[config.mk]
export PLATFORM = sky130hd
export DESIGN_NAME = config_loader
export DESIGN_NICKNAME = d
export VERILOG_FILES = /design/src/rtl/config_loader.sv
export SDC_FILE = /design/constraint.sdc
export NUM_CORES = 1
export LEC_CHECK = 0
export CORE_ASPECT_RATIO = 2
export CORE_MARGIN = 4
export CORE_UTILIZATION = 49
export DETAILED_ROUTE_END_ITERATION = 10
export GPL_ROUTABILITY_DRIVEN = 0
export GPL_TIMING_DRIVEN = 1
export PLACE_DENSITY_LB_ADDON = 0.2
export SYNTH_ARGS = -nofsm -noshare
export SYNTH_HDL_FRONTEND = slang
export SYNTH_SLANG_ARGS = --single-unit
[constraint.sdc]
create_clock -name clk -period 4.2 [get_ports clk]
set_clock_uncertainty 0.1 [all_clocks]
set_input_delay 0.42 -clock clk [delete_from_list [all_inputs] [get_ports clk]]
set_output_delay 0.42 -clock clk [all_outputs]
set_load 0.005 [all_outputs]
[src/rtl/config_loader.sv]
// Byte-serial configuration master: assembles big-endian {addr, data} records from a
// valid/ready byte stream and pulses each one onto the tile config bus for a single cycle.
module config_loader #(
   parameter logic [31:0] IDLE_ADDR = 32'hFFFF_FFFF,
   parameter logic [31:0] END_ADDR  = 32'hFFFF_FFFF
) (
   input  logic        clk,
   input  logic        reset,
   input  logic        in_valid,
   input  logic [7:0]  in_data,
   output logic        in_ready,
   output logic [31:0] config_addr,
   output logic [31:0] config_data,
   output logic        config_write,
   output logic        done,
   output logic [15:0] record_count
);

   typedef enum logic [1:0] {
      COLLECT = 2'd0,
      WRITE   = 2'd1,
      DONE    = 2'd2
   } state_t;

   state_t      state;
   state_t      state_next;
   logic [2:0]  byte_cnt;
   logic [55:0] shift_p0;
   logic [63:0] record_full;
   logic        xfer;
   logic        load_write;
   logic        enter_done;

   function automatic logic [15:0] sat_inc(input logic [15:0] value);
      return (value == 16'hFFFF) ? value : value + 16'd1;
   endfunction

   // The eighth byte completes the record straight from the input, with no extra cycle.
   assign record_full = {shift_p0, in_data};

   always_comb begin
      state_next = state;
      in_ready   = 1'b0;
      xfer       = 1'b0;
      load_write = 1'b0;
      enter_done = 1'b0;
      case (state)
         COLLECT: begin
            in_ready = 1'b1;
            xfer     = in_valid;
            if (in_valid && (byte_cnt == 3'd7)) begin
               if (record_full[63:32] == END_ADDR) begin
                  state_next = DONE;
                  enter_done = 1'b1;
               end else begin
                  state_next = WRITE;
                  load_write = 1'b1;
               end
            end
         end
         WRITE:   state_next = COLLECT;
         DONE:    state_next = DONE;
         default: state_next = COLLECT;
      endcase
   end

   always_ff @(posedge clk) begin
      if (reset) begin
         state <= COLLECT;
      end else begin
         state <= state_next;
      end
   end

   // Byte assembly stage: a partial record left behind by reset is simply overwritten.
   always_ff @(posedge clk) begin
      if (xfer) begin
         shift_p0 <= record_full[55:0];
      end
   end

   // Bus stage: one-cycle write pulse, address parks at IDLE_ADDR, data holds.
   always_ff @(posedge clk) begin
      if (reset) begin
         byte_cnt     <= 3'd0;
         config_addr  <= IDLE_ADDR;
         config_data  <= 32'd0;
         config_write <= 1'b0;
         done         <= 1'b0;
         record_count <= 16'd0;
      end else begin
         if (xfer) begin
            byte_cnt <= byte_cnt + 3'd1;
         end
         config_write <= load_write;
         if (load_write) begin
            config_addr  <= record_full[63:32];
            config_data  <= record_full[31:0];
            record_count <= sat_inc(record_count);
         end else begin
            config_addr <= IDLE_ADDR;
         end
         if (enter_done) begin
            done <= 1'b1;
         end
      end
   end

endmodule
==> results.sh, run 1 <==
export IMPL_slew_viol_final=0
export IMPL_start_util_pct=50.2
export IMPL_endpoint_kind="register"
export IMPL_cp_max_fo=24
export IMPL_min_period_over_period_pct=59.6
export IMPL_area_growth_pct=33.0
export IMPL_p_leak_nw=2.25
export IMPL_place_ws_ns=1.43
export IMPL_core_rowCount=51
export IMPL_worst_pin_slew_ns=1.06
export IMPL_critical_path_class="reg -> reg"
export IMPL_slowest_stage="nor4_1"
export IMPL_drt_iter0_drc=193
export IMPL_cts_resized=0
export IMPL_chipHeight_um=149
export IMPL_nNetsFinal=480
export IMPL_post_cts_buffers=0
export IMPL_synth_cells=370
export IMPL_cts_tree="built"
export IMPL_die_width_um=78.7
export IMPL_seqCellArea_um2=3420
export IMPL_multi_input_area_um2=1400
export IMPL_finalSetupTns_ns=0
export IMPL_ir_drop_mv=0.428
export IMPL_antenna_cells=0
export IMPL_hp_class="reg -> reg"
export IMPL_vias_per_cell=5.13
export IMPL_via_count=3137
export IMPL_design_area_um2=6520
export IMPL_n_fill_cell=713
export IMPL_period_needed_ns=2.50
export IMPL_cts_sinks=143
export IMPL_netlist_area_um2=4900
export IMPL_clk_pin_slew_ns=0.06
export IMPL_core_area_um2=9760
export IMPL_p_per_area_nw_per_um2=455
export IMPL_maxSlewHeadroom_pct=29.0
export IMPL_clock_tree_root_cell="clkbuf_16"
export IMPL_crit_path_cell_trace="nand4_1 -> nor4_1 -> a21boi_4 -> buf_4 -> mux2i_1 -> nor2_1"
export IMPL_placed_cell_area_um2=5950
export IMPL_drive_above_1_share_pct=10.6
export IMPL_cp_arrival_ns=2.66
export IMPL_status="finished clean"
export IMPL_yosysUniqueCellTypes=37
export IMPL_finalSetupViolCount=0
export IMPL_grt_max_degree=69
export IMPL_cts_buffers=17
export IMPL_routed_wirelength_mm=9.58
export IMPL_dr_pass1_iters=4
export IMPL_r2r_start="shift_p0[44]"
export IMPL_wl_per_cell_um=15.7
export IMPL_critPathMaxStageDelay_ns=0.79
export IMPL_htree_levels=4
export IMPL_clk_latency_ns=0.41
export IMPL_critPathRequiredTime_ns=4.36
export IMPL_fin_ws_ns=1.70
export IMPL_yosysSeqAreaShare_pct=69.8
export IMPL_p_total_mw=2.97
export IMPL_dieArea_um2=11800
export IMPL_grt_pass1_vias=3184
export IMPL_yosysWarnings=0
export IMPL_regToRegSetupSlack_ns=1.70
export IMPL_ys_ff_latch=143
export IMPL_critical_path_startpoint_type="register"
export IMPL_drc_errors=0
export IMPL_grt_antenna_before_repair=0
export IMPL_startpoint="shift_p0[44]"
export IMPL_portBuffers=93
export IMPL_hold_buffers=0
export IMPL_grt_overflow_total=0
export IMPL_hold_viol=0
export IMPL_rsz0062_at_grt="false"
export IMPL_track_usage_pct=17.6
export IMPL_synthesis_nets=384
export IMPL_cts_buffer_depth=2
export IMPL_fmax_mhz=400
export IMPL_io_pins=94
export IMPL_finish_utilization_pct=66.8
export IMPL_holdCritStartpoint="shift_p0[18]"
export IMPL_grt_pass1_wl_mm=15.8
export IMPL_maxCapViolCount=0
export IMPL_ant_nets=0
export IMPL_dp_hpwl_mm=6.50
export IMPL_avgSynthCellArea_um2=13.3
==> synth_stat cells (all sizes together) <==
library cell,number,share of area (%)
dfxtp,87,36
nor2b,9,1.1
ha,3,0.77
a21oi,5,0.51
and3,2,0.26
clkbuf,12,0.92
and4bb,1,0.26
o2111ai,1,0.18
nor2,53,4.1
edfxtp,56,34
a21boi,1,0.15
nor4,5,0.64
nor4b,1,0.48
o21ai,3,0.38
a31oi,1,0.13
buf,9,1.0
nand2,5,0.38
nor3b,1,0.15
a211oi,1,0.15
and2,1,0.13
a2111oi,2,0.36
o31ai,2,0.31
mux2,9,2.1
nand3,3,0.31
nand4,16,2.0
and4,2,0.36
nor3,3,0.31
mux2i,34,6.9
nand3b,1,0.15
or3,33,4.2
or4,4,0.69
xnor2,4,0.71
==> sequential cells by signal, indices dropped and copies added, names as in the netlist <==
name	count
byte_cnt	3
config_addr	32
config_data	32
config_write	1
done	1
record_count	16
shift_p0	56
state	2
==> final cells by class <==
type,instances,share of cell area [%]
tap,132,2.53
timing repair buffer,98,14.8
clock buffer,19,6.79
multi-input combinational,206,21.4
clock inverter,13,2.01
sequential,143,52.5
==> critical path, delay by kind of cell (launching register included) <==
kind	cells	cell delay (ns)
multiplexers	1	0.20
AO/OA/AOI/OAI	1	0.30
AND/OR/NAND/NOR	3	1.02
buffers and inverters	1	0.36
flip-flops	1	0.36
==> power by group <==
group / internal, mW / switching, mW / leakage [nW] / total, mW
clock network: 0.842 / 0.582 / 0.276 / 1.42
registers: 1.48 / 0.0202 / 1.25 / 1.50
logic: 0.0159 / 0.0309 / 0.723 / 0.0468
==> layout by cell type, fill, tap and decap left out, types with 2 or more instances in the layout <==
cell type	netlist	routed
clkdlybuf4s50_1	0	92
dfxtp_1	87	87
edfxtp_1	56	56
nor2_1	53	53
mux2i_1	34	34
or3_1	33	33
clkbuf_16	0	17
nand4_1	16	16
nor2b_1	9	9
mux2_2	8	8
nor4_1	5	5
nand2_1	5	5
a21oi_1	5	5
clkinv_4	0	5
buf_4	3	5
xnor2_1	4	4
or4_1	3	3
nand3_1	3	3
nor3_1	3	3
ha_1	3	3
inv_6	0	3
and3_1	2	2
and4_1	2	2
a2111oi_0	2	2
o31ai_1	2	2
o21ai_0	2	2
clkinvlp_4	0	2
==> final timing paths <==
| check | depth (start not counted) | end |
|---|---|---|
| setup / recovery | 6 | config_data[3] |
| hold reg to reg | 0 | shift_p0[26] |
| setup reg to reg | 6 | config_data[3] |
| hold / removal | 0 | shift_p0[26] |
==> through the flow <==
step | std cells | hold slack (ns)
6_report | 611 | 0.347
5_1_grt | 611 | 0.359
4_1_cts | 611 | 0.349
3_5_place_dp | 579 | 0.334
3_3_place_gp | 579 | 0.331
2_1_floorplan | 370 | 0.317
==> metal layers <==
| layer | track usage (%) | vias up | wire, um |
|---|---|---|---|
| met5 | 0 | - | 0 |
| met4 | 8.23 | 0 | 273 |
| met3 | 7.17 | 23 | 542 |
| met2 | 29.6 | 94 | 5190 |
| met1 | 19.2 | 1488 | 3570 |
| li1 | - | 1532 | - |
==> logic make-up (layout without fill, tap and decap cells) <==
kind of cell             Yosys count  after routing  synth area share (%)
AO/OA/AOI/OAI                     16             16                  2.17
XOR/XNOR                           4              4                 0.714
adder cells (fa/ha/maj)            3              3                 0.766
flip-flops                       143            143                  69.8
multiplexers                      43             43                  9.01
buffers and inverters             21            130                  1.96
AND/OR/NAND/NOR                  140            140                  15.6
No activity file was read; power rests on OpenSTA's default activity.
==> inputs of run 2 (changes only) <==
--- a/config.mk
+++ b/config.mk
@@ -7,7 +7,7 @@
 export LEC_CHECK = 0
 export CORE_ASPECT_RATIO = 2
 export CORE_MARGIN = 4
-export CORE_UTILIZATION = 49
+export CORE_UTILIZATION = 46
 export DETAILED_ROUTE_END_ITERATION = 10
 export GPL_ROUTABILITY_DRIVEN = 0
 export GPL_TIMING_DRIVEN = 1
==> constraint.sdc (replaced) <==
create_clock -name clk -period 2 [get_ports clk]
set_clock_uncertainty 0.1 [all_clocks]
set_input_delay 0.2 -clock clk [delete_from_list [all_inputs] [get_ports clk]]
set_output_delay 0.2 -clock clk [all_outputs]
set_load 0.005 [all_outputs]
==> run 2 against run 1 <==
Effect of this change:
- the flow now finishes with violations (setup timing)
- highest routed layer unchanged
- critical path depth grew 2
- design area grew 14%
- global-route usage grew 1.9 points
- wire length grew 22%
- sequential power grew 110%
- largest power group is now clock
- clock-buffer cell count is the same
- non-clock buffer count grew 65
==> results.sh, run 2 (same netlist as run 1, synthesis figures left out) <==
export IMPL_critPathMaxStageDelay_ns=0.35
export IMPL_dp_hpwl_mm=7.26
export IMPL_chipHeight_um=154
export IMPL_n_fill_cell=773
export IMPL_period_needed_ns=2.02
export IMPL_final_cell_mix="clkdlybuf4s50_1 (92), dfxtp_1 (85), buf_4 (57), edfxtp_1 (56), nor2_1 (53)"
export IMPL_slowest_stage="dfxtp_2"
export IMPL_vias_per_cell=5.16
export IMPL_portBuffers=93
export IMPL_largestRegisters="shift_p0: 56 flops, config_addr: 32 flops, config_data: 32 flops"
export IMPL_drive_above_1_share_pct=25.2
export IMPL_grt_pass1_vias=3728
export IMPL_worst_path_most_repeated_cell="ha_4"
export IMPL_design_area_um2=7410
export IMPL_critPathRequiredTime_ns=2.20
export IMPL_min_period_over_period_pct=101
export IMPL_multi_input_area_um2=1590
export IMPL_rsz0062_at_grt="true"
export IMPL_maxCapViolCount=0
export IMPL_endpoint_kind="register"
export IMPL_p_leak_nw=2.68
export IMPL_finalSetupViolCount=13
export IMPL_routed_wirelength_mm=11.7
export IMPL_r2r_start="byte_cnt[1]"
export IMPL_violations="setup timing"
export IMPL_status="finished, violations left"
export IMPL_p_per_area_nw_per_um2=895
export IMPL_place_ws_ns=-0.128
export IMPL_hold_viol=0
export IMPL_crit_path_cell_trace="ha_4 -> ha_4 -> and4bb_2 -> a21boi_4 -> buf_6 -> buf_12 -> mux2i_2 -> nor2_1"
export IMPL_grt_overflow_total=0
export IMPL_via_count=3516
export IMPL_clk_pin_slew_ns=0.06
export IMPL_antenna_cells=0
export IMPL_clk_latency_ns=0.41
export IMPL_largest_reg_flops=56
export IMPL_drc_errors=0
export IMPL_drt_iter0_drc=132
export IMPL_maxSlewHeadroom_pct=45.7
export IMPL_ir_drop_mv=0.882
export IMPL_worst_pin_slew_ns=0.814
export IMPL_dr_pass1_iters=6
export IMPL_fmax_mhz=495
export IMPL_core_area_um2=10500
export IMPL_critical_path_startpoint_type="register"
export IMPL_holdCritStartpoint="in_data[4]"
export IMPL_fin_ws_ns=-0.0206
export IMPL_cp_max_fo=7
export IMPL_cts_buffers=17
export IMPL_grt_antenna_before_repair=0
export IMPL_layout_commonest_cell="clkdlybuf4s50_1"
export IMPL_seqCellArea_um2=3430
export IMPL_htree_levels=4
export IMPL_regMostFlops="shift_p0"
export IMPL_finalSetupTns_ns=-0.126
export IMPL_die_width_um=81.0
export IMPL_track_usage_pct=19.6
export IMPL_hp_class="in -> reg"
export IMPL_grt_pass1_wl_mm=18.3
export IMPL_ant_nets=0
export IMPL_dieArea_um2=12500
export IMPL_wl_per_cell_um=17.2
export IMPL_placed_cell_area_um2=6290
export IMPL_clock_tree_root_cell="clkbuf_16"
export IMPL_cts_tree="built"
export IMPL_critical_path_class="reg -> reg"
export IMPL_io_pins=94
export IMPL_start_util_pct=46.8
export IMPL_area_growth_pct=51.1
export IMPL_cts_buffer_depth=2
export IMPL_core_rowCount=53
export IMPL_grt_max_degree=50
export IMPL_cts_sinks=143
export IMPL_nNetsFinal=545
export IMPL_cp_arrival_ns=2.22
export IMPL_slew_viol_final=0
export IMPL_startpoint="byte_cnt[1]"
==> run 2: cell type report <==
type | instances | area share (%)
timing repair buffer | 163 | 21.5
tap | 137 | 2.31
clock buffer | 19 | 5.98
clock inverter | 13 | 2.48
multi-input combinational | 206 | 21.5
sequential | 143 | 46.2
==> run 2: per-stage QoR <==
step | power, mW | hold WS, ns | std cells | utilization [%]
final | 6.63 | 0.272 | 681 | 70.7
after detailed placement | 3.35 | 0.338 | 621 | 60.1
after CTS | 6.68 | 0.254 | 669 | 69.1
after floorplan | 3.25 | 0.199 | 370 | -
after global routing | 6.83 | 0.259 | 681 | 70.7
after global placement | 3.34 | 0.329 | 621 | 60.1
==> run 2: worst max-delay path: cells and delay by family, from the launching register on <==
| kind | cells | cell delay [ns] |
|---|---|---|
| AO/OA/AOI/OAI | 1 | 0.30 |
| adder cells (fa/ha/maj) | 2 | 0.27 |
| buffers and inverters | 2 | 0.29 |
| flip-flops | 1 | 0.35 |
| multiplexers | 1 | 0.24 |
| AND/OR/NAND/NOR | 2 | 0.35 |
==> run 2: power breakdown <==
| part | total (mW) | switching [mW] | internal, mW |
|---|---|---|---|
| logic | 0.178 | 0.0918 | 0.0862 |
| clock network | 3.31 | 1.18 | 2.12 |
| registers | 3.15 | 0.0415 | 3.11 |
==> run 2: layer usage <==
layer | wire [um] | global-route usage (%) | vias to the layer above
li1 | - | - | 1668
met1 | 3950 | 17.8 | 1721
met2 | 6830 | 36.1 | 107
met3 | 588 | 7.50 | 20
met4 | 316 | 9.35 | 0
met5 | 0 | 0 | -
==> run 2: repair_timing <==
action | 4_1_cts | 5_1_grt
hold buffers | 0 | 0
endpoints found under the setup margin | 63 | 50
gates cloned | 2 | 1
buffers inserted | 14 | 13
resized for setup | 31 | 17
pin swaps | 7 | 18
==> run 2: worst paths after layout <==
check / end / slack [ns] / depth (start not counted)
worst max-delay path: config_data[15] / -0.02 / 8
worst min-delay path: shift_p0[4] / 0.27 / 1
worst max register to register: config_data[15] / -0.02 / 8
worst min register to register: shift_p0[26] / 0.35 / 0
==> inputs of run 3 (changes only) <==
==> constraint.sdc (replaced) <==
create_clock -name clk -period 1.83 [get_ports clk]
set_clock_uncertainty 0.1 [all_clocks]
set_input_delay 0.183 -clock clk [delete_from_list [all_inputs] [get_ports clk]]
set_output_delay 0.183 -clock clk [all_outputs]
set_load 0.005 [all_outputs]
==> run 3 against run 2 <==
Effect of this change:
- the flow still finishes with violations (setup timing)
- first-iteration DRC count increased by 74%
- via count decreased by 0.31%
- design area increased by 0.29%
- utilization increased by 0.20 points
- sequential power increased by 9.2%
- setup slack got worse by 0.24 ns
- non-clock buffer count increased by 2
- highest routed layer unchanged
==> results.sh, run 3 (same netlist as run 1, synthesis figures left out) <==
export IMPL_largest_reg_flops=56
export IMPL_slew_viol_final=0
export IMPL_holdCritStartpoint="reset"
export IMPL_cts_buffer_depth=2
export IMPL_reg2reg_to="record_count[11]"
export IMPL_min_period_over_period_pct=114
export IMPL_violations="setup timing"
export IMPL_hold_buffers=0
export IMPL_largestRegisters="shift_p0: 56 flops, config_addr: 32 flops, config_data: 32 flops"
export IMPL_hp_class="in -> reg"
export IMPL_grt_overflow_total=0
export IMPL_wl_per_cell_um=16.8
export IMPL_seqCellArea_um2=3430
export IMPL_grt_max_degree=53
export IMPL_die_width_um=81.0
export IMPL_dp_hpwl_mm=7.13
export IMPL_routed_wirelength_mm=11.5
export IMPL_ant_nets=0
export IMPL_vias_per_cell=5.13
export IMPL_rsz0062_at_grt="true"
export IMPL_ir_drop_mv=0.805
export IMPL_io_pins=94
export IMPL_n_fill_cell=775
export IMPL_cp_arrival_ns=2.29
export IMPL_antenna_cells=0
export IMPL_critical_path_class="reg -> reg"
export IMPL_p_leak_nw=2.66
export IMPL_worst_pin_slew_ns=0.587
export IMPL_grt_pass1_vias=3639
export IMPL_cp_max_fo=7
export IMPL_cts_sinks=143
export IMPL_core_area_um2=10500
export IMPL_multi_input_area_um2=1620
export IMPL_htree_levels=4
export IMPL_hold_viol=0
export IMPL_fin_ws_ns=-0.257
export IMPL_finalSetupViolCount=80
export IMPL_track_usage_pct=19.1
export IMPL_dieArea_um2=12500
export IMPL_clk_pin_slew_ns=0.06
export IMPL_p_total_mw=6.96
export IMPL_period_needed_ns=2.09
export IMPL_fmax_mhz=479
export IMPL_clock_tree_root_cell="clkbuf_16"
export IMPL_critPathRequiredTime_ns=2.03
export IMPL_regToRegSetupSlack_ns=-0.26
export IMPL_maxSlewHeadroom_pct=60.9
export IMPL_chipHeight_um=154
export IMPL_clk_latency_ns=0.41
export IMPL_regMostFlops="shift_p0"
export IMPL_start_util_pct=46.8
export IMPL_via_count=3505
export IMPL_maxCapViolCount=0
export IMPL_p_per_area_nw_per_um2=936
export IMPL_rr_worst_depth=6
export IMPL_dr_pass1_iters=4
export IMPL_holdWs_ns=0.159
export IMPL_holdPathStages=2
export IMPL_nNetsFinal=547
export IMPL_finish_utilization_pct=70.9
export IMPL_layout_commonest_cell="clkdlybuf4s50_1"
export IMPL_drc_errors=0
export IMPL_area_growth_pct=51.6
export IMPL_drive_above_1_share_pct=26.6
export IMPL_core_rowCount=53
export IMPL_cts_tree="built"
export IMPL_endpoint_kind="register"
export IMPL_cts_buffers=17
export IMPL_hold_end="config_write"
export IMPL_grt_pass1_wl_mm=18.0
export IMPL_final_cell_mix="clkdlybuf4s50_1 (92), dfxtp_1 (83), buf_4 (57), edfxtp_1 (56), nor2_1 (52)"
export IMPL_status="finished, violations left"
export IMPL_grt_antenna_before_repair=0
export IMPL_drt_iter0_drc=230
export IMPL_r2r_start="shift_p0[33]"
export IMPL_portBuffers=93
export IMPL_critical_path_startpoint_type="register"
run 3: critical path, cell delays in order, from the launching register on:
cell and delay, ns:
edfxtp_1 0.36, nand4_1 0.23, or4_4 0.62, o21ai_4 0.18, buf_12 0.15, nor4_4 0.04, mux2_4 0.29
run 3: repair_timing:
action                                  4_1_cts  5_1_grt
endpoints found under the setup margin       83       84
pin swaps                                    20       16
buffers inserted                             14        3
resized for setup                            29       19
endpoints found under the hold margin         0        0
gates cloned                                  5        0
run 3: cell type report:
cell class                 instances  area share [%]
multi-input combinational        206            21.8
clock buffer                      17            5.72
timing repair buffer             165            21.9
sequential                       143            46.1
tap                              137            2.31
clock inverter                    15            2.14
run 3: report_power, final:
| group | internal [mW] | switching (mW) | total, mW |
|---|---|---|---|
| clock | 2.02 | 1.33 | 3.35 |
| sequential | 3.40 | 0.0450 | 3.44 |
| combinational | 0.0818 | 0.0916 | 0.173 |
run 3: per-stage QoR:
step                      setup TNS (ns)  setup slack, ns  std cells  cell area [um^2]
after floorplan                   -0.181          -0.0333        370              4990
after global placement            -25.57           -0.447        633              6450
after detailed placement          -27.51           -0.491        633              6450
after CTS                         -13.59           -0.270        684              7390
after global routing              -17.86           -0.326        683              7430
final                             -10.41           -0.257        683              7430
run 3: routing by layer:
metal	track usage [%]	wire length, um	vias to the layer above
met5	0	0	-
met3	6.33	591	24
met1	19.4	4090	1714
li1	-	-	1672
met2	34.1	6450	95
met4	9.02	323	0
run 3: worst max path at each step:
stage	startpoint	endpoint	slack (ns)	cells after the start
global placement	shift_p0[31]	record_count[10]	-0.45	5
global route	shift_p0[28]	record_count[8]	-0.33	7
floorplan	shift_p0[32]	record_count[2]	-0.03	6
finish	shift_p0[33]	record_count[11]	-0.26	6
CTS	shift_p0[31]	record_count[11]	-0.27	7
detailed placement	shift_p0[31]	record_count[10]	-0.49	5
